## src/rtl/lsu_dcache_arb_pkg.sv

```systemverilog
// Shared types for the LSU-to-dcache request arbiter and its response tracking queue.
package lsu_dcache_arb_pkg;

  localparam int unsigned NPORT_MAX = 4;
  localparam int unsigned LANE_ID_W = (NPORT_MAX > 1) ? $clog2(NPORT_MAX) : 1;

  typedef logic [LANE_ID_W-1:0] lane_id_t;

  typedef struct packed {
    lane_id_t id0;
    lane_id_t id1;
    logic     v1;
    logic     epoch;
    logic     stale;
  } arb_entry_t;

endpackage

```

## src/rtl/lsu_dcache_arb_if.sv

```systemverilog
// Two-slot dcache request/response port; master is the arbiter, slave is the dcache.
interface lsu_dcache_arb_if #(
  parameter int unsigned TAG_W = 20,
  parameter int unsigned IDX_W = 8,
  parameter int unsigned OFS_W = 4
);
  logic             p0_valid;
  logic             p1_valid;
  logic             op;
  logic [TAG_W-1:0] tag;
  logic [IDX_W-1:0] index;
  logic [OFS_W-1:0] p0_offset;
  logic [OFS_W-1:0] p1_offset;
  logic [3:0]       p0_wstrb;
  logic [3:0]       p1_wstrb;
  logic [31:0]      p0_wdata;
  logic [31:0]      p1_wdata;
  logic [1:0]       p0_size;
  logic [1:0]       p1_size;
  logic             uncached;
  logic             addr_ok;
  logic             data_ok;
  logic [31:0]      p0_rdata;
  logic [31:0]      p1_rdata;

  modport master (
    output p0_valid, p1_valid, op, tag, index, p0_offset, p1_offset, p0_wstrb, p1_wstrb,
           p0_wdata, p1_wdata, p0_size, p1_size, uncached,
    input  addr_ok, data_ok, p0_rdata, p1_rdata
  );

  modport slave (
    input  p0_valid, p1_valid, op, tag, index, p0_offset, p1_offset, p0_wstrb, p1_wstrb,
           p0_wdata, p1_wdata, p0_size, p1_size, uncached,
    output addr_ok, data_ok, p0_rdata, p1_rdata
  );
endinterface

```

## src/rtl/arb_track_fifo.sv

```systemverilog
// Circular queue of outstanding dcache transactions with a bulk mark-stale input.
module arb_track_fifo
  import lsu_dcache_arb_pkg::*;
#(
  parameter int unsigned DEPTH = 4,
  localparam int unsigned PTR_W = $clog2(DEPTH),
  localparam int unsigned CNT_W = $clog2(DEPTH + 1)
) (
  input  logic             clk,
  input  logic             reset,
  input  logic             push,
  input  logic             pop,
  input  logic             mark_stale,
  input  arb_entry_t       push_entry,
  output arb_entry_t       head,
  output logic             full,
  output logic             empty,
  output logic [CNT_W-1:0] count
);

  arb_entry_t       mem_q [DEPTH];
  logic [DEPTH-1:0] stale_q, stale_d;
  logic [PTR_W-1:0] wr_q, rd_q;
  logic [CNT_W-1:0] count_q;
  logic             push_en, pop_en;

  assign full    = (count_q == CNT_W'(DEPTH));
  assign empty   = (count_q == '0);
  assign count   = count_q;
  assign push_en = push && !full;
  assign pop_en  = pop && !empty;

  // Stale lives outside the entry storage so a cancel can flag every slot at once.
  always_comb begin
    head       = mem_q[rd_q];
    head.stale = stale_q[rd_q];
    stale_d    = mark_stale ? '1 : stale_q;
    if (push_en) stale_d[wr_q] = push_entry.stale;
  end

  always_ff @(posedge clk) begin
    if (push_en) mem_q[wr_q] <= push_entry;
  end

  always_ff @(posedge clk) begin
    if (reset) begin
      wr_q    <= '0;
      rd_q    <= '0;
      count_q <= '0;
      stale_q <= '0;
    end else begin
      stale_q <= stale_d;
      if (push_en) wr_q <= wr_q + PTR_W'(1);
      if (pop_en)  rd_q <= rd_q + PTR_W'(1);
      if (push_en && !pop_en)      count_q <= count_q + CNT_W'(1);
      else if (pop_en && !push_en) count_q <= count_q - CNT_W'(1);
    end
  end

endmodule

```

## src/rtl/lsu_dcache_arb.sv

```systemverilog
// Packs in-order LSU lanes onto the two-slot dcache port and routes responses back by lane.
module lsu_dcache_arb
  import lsu_dcache_arb_pkg::*;
#(
  parameter int unsigned NPORT = 2,
  parameter int unsigned DEPTH = 4,
  parameter int unsigned TAG_W = 20,
  parameter int unsigned IDX_W = 8,
  parameter int unsigned OFS_W = 4
) (
  input  logic                  clk,
  input  logic                  reset,
  input  logic [NPORT-1:0]      lane_req,
  input  logic [NPORT-1:0][31:0] lane_pa,
  input  logic [NPORT-1:0]      lane_uncached,
  input  logic [NPORT-1:0]      lane_we,
  input  logic [NPORT-1:0][1:0] lane_size,
  input  logic [NPORT-1:0][3:0] lane_wstrb,
  input  logic [NPORT-1:0][31:0] lane_wdata,
  input  logic                  cancel,
  output logic [NPORT-1:0]      lane_addr_ok,
  output logic [NPORT-1:0]      lane_data_ok,
  output logic [NPORT-1:0][31:0] lane_rdata,
  lsu_dcache_arb_if.master      dcache
);

  localparam int unsigned CNT_W = $clog2(DEPTH + 1);

  logic             found0, found1, pair, issue_ok, accept, pop, deliver, epoch_q;
  lane_id_t         l0, l1;
  logic [31:0]      pa0, pa1, wdata0, wdata1;
  logic             unc0, unc1, we0, we1;
  logic [1:0]       size0, size1;
  logic [3:0]       wstrb0, wstrb1;
  arb_entry_t       push_entry, head;
  logic             fifo_full, fifo_empty;
  logic [CNT_W-1:0] fifo_count;

  // L0/L1 are the two lowest asserted lanes, i.e. the two oldest in program order.
  always_comb begin
    found0 = 1'b0;
    found1 = 1'b0;
    l0     = '0;
    l1     = '0;
    for (int unsigned i = 0; i < NPORT; i++) begin
      if (lane_req[i]) begin
        if (!found0) begin
          found0 = 1'b1;
          l0     = LANE_ID_W'(i);
        end else if (!found1) begin
          found1 = 1'b1;
          l1     = LANE_ID_W'(i);
        end
      end
    end
  end

  always_comb begin
    pa0 = '0; unc0 = 1'b0; we0 = 1'b0; size0 = '0; wstrb0 = '0; wdata0 = '0;
    pa1 = '0; unc1 = 1'b0; we1 = 1'b0; size1 = '0; wstrb1 = '0; wdata1 = '0;
    for (int unsigned i = 0; i < NPORT; i++) begin
      if (l0 == LANE_ID_W'(i)) begin
        pa0 = lane_pa[i]; unc0 = lane_uncached[i]; we0 = lane_we[i];
        size0 = lane_size[i]; wstrb0 = lane_wstrb[i]; wdata0 = lane_wdata[i];
      end
      if (l1 == LANE_ID_W'(i)) begin
        pa1 = lane_pa[i]; unc1 = lane_uncached[i]; we1 = lane_we[i];
        size1 = lane_size[i]; wstrb1 = lane_wstrb[i]; wdata1 = lane_wdata[i];
      end
    end
  end

  assign pair = found1 && !unc0 && !unc1 && (we0 == we1) &&
                (pa0[OFS_W +: TAG_W + IDX_W] == pa1[OFS_W +: TAG_W + IDX_W]);
  // Uncached accesses wait until every earlier transaction has drained.
  assign issue_ok = found0 && !reset && !cancel && !fifo_full &&
                    !(unc0 && (fifo_count != '0));
  assign accept   = issue_ok && dcache.addr_ok;

  assign dcache.p0_valid  = issue_ok;
  assign dcache.p1_valid  = issue_ok && pair;
  assign dcache.op        = we0;
  assign dcache.uncached  = unc0;
  assign dcache.tag       = pa0[OFS_W + IDX_W +: TAG_W];
  assign dcache.index     = pa0[OFS_W +: IDX_W];
  assign dcache.p0_offset = pa0[OFS_W-1:0];
  assign dcache.p1_offset = pa1[OFS_W-1:0];
  assign dcache.p0_wstrb  = wstrb0;
  assign dcache.p1_wstrb  = wstrb1;
  assign dcache.p0_wdata  = wdata0;
  assign dcache.p1_wdata  = wdata1;
  assign dcache.p0_size   = size0;
  assign dcache.p1_size   = size1;

  assign push_entry = '{id0: l0, id1: l1, v1: pair, epoch: epoch_q, stale: 1'b0};
  assign pop        = dcache.data_ok && !fifo_empty && !reset;
  assign deliver    = pop && !head.stale && (head.epoch == epoch_q);

  always_comb begin
    lane_addr_ok = '0;
    lane_data_ok = '0;
    lane_rdata   = '0;
    for (int unsigned i = 0; i < NPORT; i++) begin
      if (accept && l0 == LANE_ID_W'(i)) lane_addr_ok[i] = 1'b1;
      if (accept && pair && l1 == LANE_ID_W'(i)) lane_addr_ok[i] = 1'b1;
      if (deliver && head.id0 == LANE_ID_W'(i)) begin
        lane_data_ok[i] = 1'b1;
        lane_rdata[i]   = dcache.p0_rdata;
      end
      if (deliver && head.v1 && head.id1 == LANE_ID_W'(i)) begin
        lane_data_ok[i] = 1'b1;
        lane_rdata[i]   = dcache.p1_rdata;
      end
    end
  end

  always_ff @(posedge clk) begin
    if (reset)       epoch_q <= 1'b0;
    else if (cancel) epoch_q <= ~epoch_q;
  end

  always_ff @(posedge clk) begin
    if (!reset) begin
      assert (!(dcache.data_ok && fifo_empty))
        else $error("dcache_data_ok with no outstanding transaction");
    end
  end

  arb_track_fifo #(
    .DEPTH(DEPTH)
  ) u_fifo (
    .clk        (clk),
    .reset      (reset),
    .push       (accept),
    .pop        (pop),
    .mark_stale (cancel && !reset),
    .push_entry (push_entry),
    .head       (head),
    .full       (fifo_full),
    .empty      (fifo_empty),
    .count      (fifo_count)
  );

endmodule

```

## src/flat_wrapper.sv

```systemverilog
// flat-port wrapper written by rule: the top's interface ports become plain ports
module lsu_dcache_arb_flat import lsu_dcache_arb_pkg::*;
#(
  parameter int unsigned NPORT = 2,
  parameter int unsigned DEPTH = 4,
  parameter int unsigned TAG_W = 20,
  parameter int unsigned IDX_W = 8,
  parameter int unsigned OFS_W = 4
)
  (clk, reset, lane_req, lane_pa, lane_uncached, lane_we, lane_size, lane_wstrb, lane_wdata, cancel, lane_addr_ok, lane_data_ok, lane_rdata, dcache_p0_valid, dcache_p1_valid, dcache_op, dcache_tag, dcache_index, dcache_p0_offset, dcache_p1_offset, dcache_p0_wstrb, dcache_p1_wstrb, dcache_p0_wdata, dcache_p1_wdata, dcache_p0_size, dcache_p1_size, dcache_uncached, dcache_addr_ok, dcache_data_ok, dcache_p0_rdata, dcache_p1_rdata);
  lsu_dcache_arb_if #(.TAG_W(TAG_W), .IDX_W(IDX_W), .OFS_W(OFS_W)) dcache_i ();
  input  logic clk;
  input  logic reset;
  input  logic [NPORT-1:0] lane_req;
  input  logic [NPORT-1:0][31:0] lane_pa;
  input  logic [NPORT-1:0] lane_uncached;
  input  logic [NPORT-1:0] lane_we;
  input  logic [NPORT-1:0][1:0] lane_size;
  input  logic [NPORT-1:0][3:0] lane_wstrb;
  input  logic [NPORT-1:0][31:0] lane_wdata;
  input  logic cancel;
  output logic [NPORT-1:0] lane_addr_ok;
  output logic [NPORT-1:0] lane_data_ok;
  output logic [NPORT-1:0][31:0] lane_rdata;
  output wire logic [$bits(dcache_i.p0_valid)-1:0] dcache_p0_valid;
  output wire logic [$bits(dcache_i.p1_valid)-1:0] dcache_p1_valid;
  output wire logic [$bits(dcache_i.op)-1:0] dcache_op;
  output wire logic [$bits(dcache_i.tag)-1:0] dcache_tag;
  output wire logic [$bits(dcache_i.index)-1:0] dcache_index;
  output wire logic [$bits(dcache_i.p0_offset)-1:0] dcache_p0_offset;
  output wire logic [$bits(dcache_i.p1_offset)-1:0] dcache_p1_offset;
  output wire logic [$bits(dcache_i.p0_wstrb)-1:0] dcache_p0_wstrb;
  output wire logic [$bits(dcache_i.p1_wstrb)-1:0] dcache_p1_wstrb;
  output wire logic [$bits(dcache_i.p0_wdata)-1:0] dcache_p0_wdata;
  output wire logic [$bits(dcache_i.p1_wdata)-1:0] dcache_p1_wdata;
  output wire logic [$bits(dcache_i.p0_size)-1:0] dcache_p0_size;
  output wire logic [$bits(dcache_i.p1_size)-1:0] dcache_p1_size;
  output wire logic [$bits(dcache_i.uncached)-1:0] dcache_uncached;
  input wire logic [$bits(dcache_i.addr_ok)-1:0] dcache_addr_ok;
  input wire logic [$bits(dcache_i.data_ok)-1:0] dcache_data_ok;
  input wire logic [$bits(dcache_i.p0_rdata)-1:0] dcache_p0_rdata;
  input wire logic [$bits(dcache_i.p1_rdata)-1:0] dcache_p1_rdata;
  assign dcache_p0_valid = dcache_i.p0_valid;
  assign dcache_p1_valid = dcache_i.p1_valid;
  assign dcache_op = dcache_i.op;
  assign dcache_tag = dcache_i.tag;
  assign dcache_index = dcache_i.index;
  assign dcache_p0_offset = dcache_i.p0_offset;
  assign dcache_p1_offset = dcache_i.p1_offset;
  assign dcache_p0_wstrb = dcache_i.p0_wstrb;
  assign dcache_p1_wstrb = dcache_i.p1_wstrb;
  assign dcache_p0_wdata = dcache_i.p0_wdata;
  assign dcache_p1_wdata = dcache_i.p1_wdata;
  assign dcache_p0_size = dcache_i.p0_size;
  assign dcache_p1_size = dcache_i.p1_size;
  assign dcache_uncached = dcache_i.uncached;
  assign dcache_i.addr_ok = dcache_addr_ok;
  assign dcache_i.data_ok = dcache_data_ok;
  assign dcache_i.p0_rdata = dcache_p0_rdata;
  assign dcache_i.p1_rdata = dcache_p1_rdata;
  lsu_dcache_arb #(.NPORT(NPORT), .DEPTH(DEPTH), .TAG_W(TAG_W), .IDX_W(IDX_W), .OFS_W(OFS_W)) u_core (.clk(clk), .reset(reset), .lane_req(lane_req), .lane_pa(lane_pa), .lane_uncached(lane_uncached), .lane_we(lane_we), .lane_size(lane_size), .lane_wstrb(lane_wstrb), .lane_wdata(lane_wdata), .cancel(cancel), .lane_addr_ok(lane_addr_ok), .lane_data_ok(lane_data_ok), .lane_rdata(lane_rdata), .dcache(dcache_i));
endmodule
```

## config.mk

```make
export PLATFORM = sky130hd
export DESIGN_NAME = lsu_dcache_arb_flat
export DESIGN_NICKNAME = d
export VERILOG_FILES = /design/src/rtl/lsu_dcache_arb_pkg.sv /design/src/rtl/lsu_dcache_arb_if.sv /design/src/rtl/arb_track_fifo.sv /design/src/rtl/lsu_dcache_arb.sv /design/src/flat_wrapper.sv
export SDC_FILE = /design/constraint.sdc
export NUM_CORES = 1
export LEC_CHECK = 0
export BUFFER_PORTS_ARGS = -buffer_cell sky130_fd_sc_hd__buf_2
export CAP_MARGIN = 5
export CORE_AREA = 4 4 151 153
export DETAILED_ROUTE_END_ITERATION = 7
export DIE_AREA = 0 0 155 157
export PLACE_DENSITY_LB_ADDON = 0.2
export SYNTH_ARGS = -nofsm -noshare
export SYNTH_HDL_FRONTEND = slang
export SYNTH_SLANG_ARGS = --single-unit
```

## constraint.sdc

```tcl
create_clock -name clk -period 6.5 [get_ports clk]
set_clock_uncertainty 0.15 [all_clocks]
set_input_delay 1.3 -clock clk [delete_from_list [all_inputs] [get_ports clk]]
set_output_delay 1.3 -clock clk [all_outputs]
set_load 0.02 [all_outputs]
```

==> results.json <==
{
  "status": "completed",
  "ctsRootBufferMaster": "clkbuf_16",
  "whs_ps": 324.5,
  "max-slew-margin-rel_pct": 35.89,
  "postRouteAntennaNets": 0,
  "vdd_ir_drop_max_mv": 0.09829,
  "fin_util_pct": 30.29,
  "slowest_stage": "or3_4",
  "layout-drive-gt1-share_pct": 49.95,
  "synth_commonest_cells": "nand2_1, nand3_1, clkbuf_1, mux2_2, a21oi_2",
  "remaining_drc_errors": 0,
  "die_w_um": 155,
  "viasPerCell": 4.469,
  "cts_made_buffers": 5,
  "ys_ff_latch": 30,
  "slew_viol_final": 0,
  "critPathMaxFanout": 66,
  "nNetsFinal": 1229,
  "dieHeight_um": 157,
  "grt_max_degree": 77,
  "postLayoutCellArea_um2": 6529,
  "die_area_um2": 24340,
  "grt_pass1_vias": 5676,
  "synth_cell_types": 38,
  "start_util_pct": 19.44,
  "coreArea_um2": 21550,
  "antenna_found_initial": 10,
  "grt_overflow": 0,
  "grtUsageTotal_pct": 16.29,
  "tns_ps": 0,
  "vias": 5787,
  "synth_top_area_share_pct": 24.81,
  "maxCapViolCount": 0,
  "dp_cells": 1281,
  "cts.clk_slew.worst_paths_ps": 50,
  "reg2regPathDepth": 8,
  "drt-initial-drc-count": 358,
  "yosys-top-cells-area": "nand2_1, mux2_2, edfxtp_1",
  "insertion_delay_ps": 260,
  "crit_type": "in2out",
  "rsz0062_at_grt": "false",
  "finalCriticalPeriod_ps": 4701,
  "end_kind": "primary output",
  "path_cells": "buf_2, nor3b_1, inv_1, or3_4, a21oi_1, buf_2",
  "async_flop_share_pct": 0,
  "yosysWarnings": 0,
  "place_area_um2": 6367,
  "synth-seq-area-share_pct": 18.15,
  "synth_top_area_cell": "nand2_1",
  "cts_hold_buf": 0,
  "cts_tree": "built",
  "dp_hpwl_um": 17490,
  "post_cts_buffers": 0,
  "num_rows": 54,
  "hold_path.class": "reg2reg",
  "finalCritPeriodShare_pct": 72.32,
  "syn2layout_area_growth_pct": 55.81,
  "crit_arrival_ps": 3250,
  "hold_violations": 0,
  "crit_required_ps": 5050,
  "start_kind": "primary input",
  "fmax_ghz": 0.2127,
  "yosysMostFrequentCell": "nand2_1",
  "grt_pass1_wl_um": 31910,
  "syn_nets": 869,
  "cts-resized-gates": 0,
  "cts_max_level": 2,
  "holdPathStages": 2,
  "io_pins": 399,
  "wl_per_cell_um": 16.69,
  "fin_cells": 1295,
  "syn-cell-area_um2": 4190,
  "p_per_area_nw_per_um2": 156.5,
  "tightest_slew_ps": 958.0,
  "synth-edff-count": 16,
  "cts.sinks": 30,
  "routed_wl_um": 21620,
  "synthCells": 648,
  "gp_congestion": 0.8608,
  "firstDrtPassIters": 4,
  "ys.flop_type": "edfxtp_1",
  "cts_max_path_buffers": 2,
  "leakagePower_nw": 3.407,
  "cpMostUsedCell": "buf_2",
  "io_buffers": 398,
  "setup_viol": 0,
  "syn_avg_cell_area_um2": 6.466,
  "crit_path_max_incr_delay_ps": 710
}
[critical path, delay by kind of cell]
family / cells / cell delay [ps]
AO/OA/AOI/OAI: 1 / 270
buffers and inverters: 3 / 520
AND/OR/NAND/NOR: 2 / 1120
[layout by cell type, fill, tap and decap left out, types with 7 or more instances in the layout]
master	n
dfxtp_1	14
buf_2	398
edfxtp_1	16
a21oi_2	40
nand4_1	7
nand2_1	276
inv_1	10
a21oi_1	28
mux2_2	43
xnor2_1	28
nand3_1	64
nor3_1	7
nor2_1	15
[path summary, 6_finish.rpt]
path | end | slack (ps) | from
worst min register to register | u_core.u_fifo.stale_q[0] | 320 | u_core.u_fifo.stale_q[0]
worst max-delay path | lane_rdata[16] | 1800 | reset
worst min-delay path | u_core.u_fifo.stale_q[0] | 320 | u_core.u_fifo.stale_q[0]
worst max register to register | u_core.u_fifo.count[2] | 3830 | u_core.u_fifo.count[0]
[routing by layer]
layer,up-vias,global-route usage (%),wire (µm)
li1,2883,-,-
met1,2599,18.66,8235
met2,275,29.14,10820
met3,26,5.389,2172
met4,4,4.331,364
met5,-,0,26
[state kept, by name, summed over array words and instances, names as in the netlist, named ones only]
signal and cells:
u_core.epoch_q 1, u_core.u_fifo.stale_q 4, u_core.u_fifo.count 3, u_core.u_fifo.rd_q 2, u_core.u_fifo.wr_q 2, u_core.u_fifo.mem_q 16
[metrics by stage]
step,setup WS (ps),power (mW)
6_report,1799,1.022
4_1_cts,1758,1.032
3_5_place_dp,1781,0.8065
5_1_grt,1583,1.095
2_1_floorplan,2391,0.5887
3_3_place_gp,1655,0.8104
[cell families (layout without fill, tap and decap cells)]
| kind of cell | Yosys count | in the layout | share of synthesized area, % |
|---|---|---|---|
| AND/OR/NAND/NOR | 385 | 385 | 38.13 |
| AO/OA/AOI/OAI | 83 | 83 | 14.03 |
| buffers and inverters | 62 | 423 | 6.629 |
| multiplexers | 49 | 49 | 14.18 |
| XOR/XNOR | 33 | 33 | 6.898 |
| flip-flops | 30 | 30 | 18.15 |
| adder cells (fa/ha/maj) | 6 | 6 | 1.971 |
| other | 0 | 6 | 0 |
[layout make-up]
type                    instances  area [µm²]
diodes                          6       15.01
clock buffers                   8       146.4
fillers                      2418       15020
inverters                      11       41.29
multi-input cells             556        3178
flip-flops and latches         30       760.7
well taps                     280       350.3
repair buffers                404        2037
[where the power goes]
group | internal, mW | switching [mW]
Clock | 0.152 | 0.0697
Combinational | 0.207 | 0.367
Sequential | 0.213 | 0.0140
(Power assumes the default switching activity.)
